===== src/rtl/arb_mux.sv =====
// arb_mux: selects one of CH valid/ready input channels into a single
// registered output stage. The channel comes either from an external
// select or from a round-robin arbiter. Full throughput: the output
// word can be replaced on the same edge it drains.
module arb_mux #(
    parameter int N    = 32,
    parameter int CH   = 4,
    parameter int MODE = 0,
    localparam int SW  = $clog2(CH)
) (
    input  logic              clk,
    input  logic              rst_n,
    input  logic [CH*N-1:0]   in_data,
    input  logic [CH-1:0]     in_valid,
    output logic [CH-1:0]     in_ready,
    input  logic [SW-1:0]     sel,
    output logic [N-1:0]      out_data,
    output logic              out_valid,
    input  logic              out_ready,
    output logic [SW-1:0]     grant
);

    // Channel count widened by one bit so sel can be range-checked.
    localparam logic [SW:0]   CH_W    = (SW+1)'(CH);
    localparam logic [SW-1:0] LAST_CH = SW'(CH - 1);

    logic [N-1:0]  out_data_r;
    logic          out_valid_r;
    logic [SW-1:0] grant_r;
    logic [SW-1:0] ptr_r;

    logic          can_load_s;
    logic          found_s;
    logic [SW-1:0] chosen_s;
    logic [SW:0]   rr_idx_s;
    logic [CH-1:0] in_ready_s;
    logic          xfer_s;
    logic [SW-1:0] ptr_next_s;

    // Output stage can accept a word when empty or draining; never during reset.
    always_comb begin
        can_load_s = rst_n & (~out_valid_r | out_ready);
    end

    // Pick the channel: external select, or first valid channel from ptr onward.
    always_comb begin
        found_s  = 1'b0;
        chosen_s = {SW{1'b0}};
        rr_idx_s = {(SW+1){1'b0}};
        if (MODE == 1) begin
            for (int i = 0; i < CH; i++) begin
                rr_idx_s = {1'b0, ptr_r} + (SW+1)'(i);
                if (rr_idx_s >= CH_W) begin
                    rr_idx_s = rr_idx_s - CH_W;
                end else begin
                    rr_idx_s = rr_idx_s;
                end
                if (!found_s && in_valid[rr_idx_s[SW-1:0]]) begin
                    found_s  = 1'b1;
                    chosen_s = rr_idx_s[SW-1:0];
                end else begin
                    found_s  = found_s;
                    chosen_s = chosen_s;
                end
            end
        end else begin
            if ({1'b0, sel} < CH_W) begin
                found_s  = 1'b1;
                chosen_s = sel;
            end else begin
                found_s  = 1'b0;
                chosen_s = {SW{1'b0}};
            end
        end
    end

    // Only the chosen channel sees ready; an out-of-range or empty choice sees none.
    always_comb begin
        in_ready_s = {CH{1'b0}};
        if (found_s) begin
            in_ready_s[chosen_s] = can_load_s;
        end else begin
            in_ready_s = {CH{1'b0}};
        end
    end

    // Transfer qualifier and next round-robin pointer (one past the winner).
    always_comb begin
        xfer_s = found_s & in_valid[chosen_s] & in_ready_s[chosen_s];
        if (chosen_s == LAST_CH) begin
            ptr_next_s = {SW{1'b0}};
        end else begin
            ptr_next_s = chosen_s + SW'(1);
        end
    end

    // Output register stage: load on transfer, clear valid on idle drain, else hold.
    always_ff @(posedge clk or negedge rst_n) begin
        if (!rst_n) begin
            out_valid_r <= 1'b0;
            out_data_r  <= {N{1'b0}};
            grant_r     <= {SW{1'b0}};
        end else if (xfer_s) begin
            out_valid_r <= 1'b1;
            out_data_r  <= in_data[int'(chosen_s)*N +: N];
            grant_r     <= chosen_s;
        end else if (out_ready) begin
            out_valid_r <= 1'b0;
            out_data_r  <= out_data_r;
            grant_r     <= grant_r;
        end else begin
            out_valid_r <= out_valid_r;
            out_data_r  <= out_data_r;
            grant_r     <= grant_r;
        end
    end

    // Round-robin pointer advances past each winner; pinned at zero with external select.
    always_ff @(posedge clk or negedge rst_n) begin
        if (!rst_n) begin
            ptr_r <= {SW{1'b0}};
        end else if ((MODE == 1) && xfer_s) begin
            ptr_r <= ptr_next_s;
        end else begin
            ptr_r <= ptr_r;
        end
    end

    // Drive ports from the registered state and the ready decode.
    always_comb begin
        in_ready  = in_ready_s;
        out_data  = out_data_r;
        out_valid = out_valid_r;
        grant     = grant_r;
    end

endmodule


===== config.mk =====
export PLATFORM = sky130hd
export DESIGN_NAME = arb_mux
export DESIGN_NICKNAME = d
export VERILOG_FILES = /design/src/rtl/arb_mux.sv
export SDC_FILE = /design/constraint.sdc
export NUM_CORES = 1
export LEC_CHECK = 0
export CORE_MARGIN = 4
export CORE_UTILIZATION = 37
export DETAILED_ROUTE_END_ITERATION = 6
export HOLD_SLACK_MARGIN = 0.1
export PLACE_DENSITY = 0.95
export SLEW_MARGIN = 20
export SYNTH_ARGS = -nofsm -noshare
export SYNTH_HDL_FRONTEND = slang
export SYNTH_SLANG_ARGS = --single-unit

===== constraint.sdc =====
create_clock -name clk -period 3.75 [get_ports clk]
set_input_delay 0.375 -clock clk [delete_from_list [all_inputs] [get_ports clk]]
set_output_delay 0.375 -clock clk [all_outputs]
set_load 0.1 [all_outputs]

Word-level counts from Yosys, hierarchy flattened. Cells that the tools add are included.

Output and inout port bits: 39. Register bits after elaboration: 35.

Shift-type cells: 1. Reduce and logical (&&, ||, !) cells: 2. Bitwise operators: 5. Order comparisons: 2. Mux-type cells: 8.

Operators with widths (count): $shiftx 128x8->32 (1); $mux 1 (5); $and 4x4->4 (1); $bmux 1 s2 (2); $lt 2x3->1 const B (1); $and 1x1->1 (2); $demux 1 s2 (1); $ge 2x1->1 const B (1); $reduce_bool 2->1 (1); $logic_and 1x1->1 (1); $not 1->1 (1); $or 1x1->1 (1).

Depth between registers and ports, before layout.
Depth in word-level cells: 9. Gate-level depth with buffers: 4. Mapped depth without buffers: 3.

Worst setup path before layout. No wires, ideal clock.

Path type: register to output. From: register out_valid_r, in the netlist out_valid. To: output port in_ready[2]. Stages on the path, launching flop included: 4. Path slack: -69 ps. Data required time: 3375 ps. Data arrival time: 3444 ps. Cells stage by stage: dfrtp_1 nand2b_1 nand2_1 nor3b_1.

Longest elaborated chain between the ends: 4.

RTL lines: start: declaration (line 28) `logic out_valid_r;`; start signal: assignment (line 112) `out_valid_r <= out_valid_r;`; $not 1->1 (line 42) `can_load_s = rst_n & (~out_valid_r | out_ready);`; $or 1x1->1 (line 42); $and 1x1->1 (line 42); $and 4x4->4 (no line); end: declaration (line 15) `output logic [CH-1:0] in_ready,`.

No other way between the ends.

Worst setup path after layout.
From: register grant_r[0], in the netlist grant[0]. To: output port grant[0].

RTL lines: start: declaration (line 29) `logic [SW-1:0] grant_r;`; start signal: assignment (line 102) `grant_r <= {SW{1'b0}};`; start signal: assignment (line 106) `grant_r <= chosen_s;`; start signal: assignment (line 110) `grant_r <= grant_r;`; end: declaration (line 20) `output logic [SW-1:0] grant`.

No word-level cell between the ends.

==> results by group <==
Status
  • Result of the run: finished clean

Floorplan
  • Core Area: 6060 um2
  • Die height: 87.8 um
  • I/O pins: 176
  • Area of the die: 7700 um2
  • Floorplan row count: 28
  • Starting density of the core: 0.388
  • Die W: 87.8 um

STA
  • Final Cycle Share: 0.590
  • Max Slew Vio Count: 0
  • Worst Skew: 0.00949 ns
  • Slew HR: 0.326
  • Final setup viols: 0
  • Fmax: 452 MHz
  • RSZ-0062 raised after global routing: no
  • Hold Vio Cnt, Final: 0
  • Worst-margin pin slew: 1.01 ns
  • Min cycle time layout: 2.21 ns

CTS
  • Max H-tree Level: 2
  • Worst-path clk slew: 0.07 ns
  • Clk Tree Root Cell: clkbuf_8
  • CTS sink count: 35
  • Setup bufs post-CTS: 0
  • Clock tree buffer depth: 2
  • Worst skew pair latency: 0.28 ns
  • Hold Buf Count CTS: 1
  • Cts bufs inserted: 5
  • CTS tree: yes
  • Post-cts resize count: 0

Placed design
  • RePlAce Congestion: 0.696
  • Dpl hpwl: 5.78 mm
  • Placed inst area: 4050 um2
  • Port Buffer Count: 175

Drt
  • ANT nets after route: 0
  • Drt total wl: 7.17 mm
  • Vias: 1918
  • Drt first pass iters: 4
  • Routed len/inst: 19.1 um
  • DRC: 0
  • Initial DRC count: 34
  • Vias per inst: 5.10

Synthesis
  • Syn avg cell area: 18.8 um2
  • Synth warn: 0
  • Synth area leaders: dfrtp_1, mux4_2, mux2_4, buf_6, mux2_2
  • Unique masters post-synth: 17
  • Syn Std Cell Area: 2350 um2
  • Post-synthesis sequential area ratio: 0.372
  • Seq cells post-synth: 35
  • Syn_nets: 262
  • Post-synth top area cell: dfrtp_1
  • Gate Count Post-Synth: 125
  • Synth top area share: 0.372

Job
  • Max-Cap Viols: 0

Worst setup path
  • Buf+Inv Stages, Crit Path: 1
  • CP Launch Type: register
  • Req. time, crit path: 3.38 ns
  • Slowest cell on crit path: clkdlybuf4s50_1
  • Critical path peak fanout: 3
  • Max stage delay on crit path: 1.17 ns
  • CP delay by family, top: buffers and inverters
  • Critical path class: reg2out
  • CP arrival: 1.84 ns
  • Worst path cell trace: clkdlybuf4s50_1
  • CP endpoint kind: output port

Power
  • Leak: 0.00171 uW
  • Pwr/cell area: 566 nW/um2
  • Peak supply drop: 0.428 mV
  • Tot Pwr: 2360 uW

GRT
  • Initial antenna violation count: 0
  • Tot GR Track Use: 0.188
  • Congestion Overflow GR: 0
  • Vias in the first global route: 2256
  • Largest net degree at the start of global routing: 41
  • First-pass GRT wire length: 10.9 mm

Finish
  • Nets: 437
  • Most frequent cells in the layout: clkdlybuf4s50_1, dfrtp_1, mux4_2, mux2_4, buf_4
  • Final instance area: 4180 um2
  • Synth-to-Final Area Change: 77.4%
  • Proportion of layout cells with a drive suffix above 1: 0.292
  • Most common cell after layout, fill and taps aside: clkdlybuf4s50_1
  • N_diodes: 0

Min path
  • Hold Path Class: in2async
## synth_stat cells, drive strengths merged
master,count
nand3,2
dlymetal6s2s,1
nand2,2
a22o,1
nor3b,2
mux4,33
dfrtp,35
nand2b,1
dlygate4sd1,1
and4,1
mux2,35
a31o,1
nor3,1
buf,9
## cell families after synthesis
group           synth area share
compound gates           0.00744
buf+inv                   0.0633
flops                      0.372
mux                        0.530
simple gates              0.0276
## final cells by class
| class | instances | area (um2) |
|---|---|---|
| timing repair buffer | 179 | 1760 |
| sequential | 35 | 876 |
| fill | 433 | 1890 |
| tap | 75 | 93.8 |
| clock inverter | 2 | 35.0 |
| multi-input combinational | 79 | 1330 |
| clock buffer | 6 | 82.6 |
## stage by stage
stage / hold WS, ns / utilization / worst slack [ns] / std cells / TNS (ns)
6_report: 0.484 / 0.689 / 1.54 / 376 / 0
5_1_grt: 0.482 / 0.689 / 1.46 / 376 / 0
4_1_cts: 0.477 / 0.689 / 1.54 / 376 / 0
3_5_place_dp: 0.237 / 0.668 / 1.35 / 367 / 0
3_3_place_gp: 0.237 / 0.668 / 1.42 / 367 / 0
2_1_floorplan: 0.0794 / - / -0.0694 / 125 / -0.123
## where the power goes
part           switching [uW]  internal [uW]  leakage [uW]
registers                63.1            484      0.000410
clock network             131            215     0.0000612
logic                     975            496       0.00124
## path summary, 6_finish.rpt
check,startpoint,to,cells after the start,slack (ns)
max,grant[0],grant[0],1,1.54
max reg2reg,out_valid,out_data[7],3,1.99
min in group clk,out_data[22],out_data[22],1,0.51
max in group asynchronous,rst_n,out_data[7],3,2.58
min reg2reg,out_data[22],out_data[22],1,0.51
min,rst_n,grant[0],2,0.48
## sequential cells by signal (all words and copies together) (netlist names)
name       cells
out_data      32
grant          2
out_valid      1
## metal layers
metal,up-vias,track usage,part of all wire
li1,862,-,-
met1,936,0.196,0.34
met2,107,0.357,0.54
met3,13,0.0555,0.099
met4,0,0.0600,0.023
met5,-,0,0
Note: power is estimated with default switching activity, not from simulation.
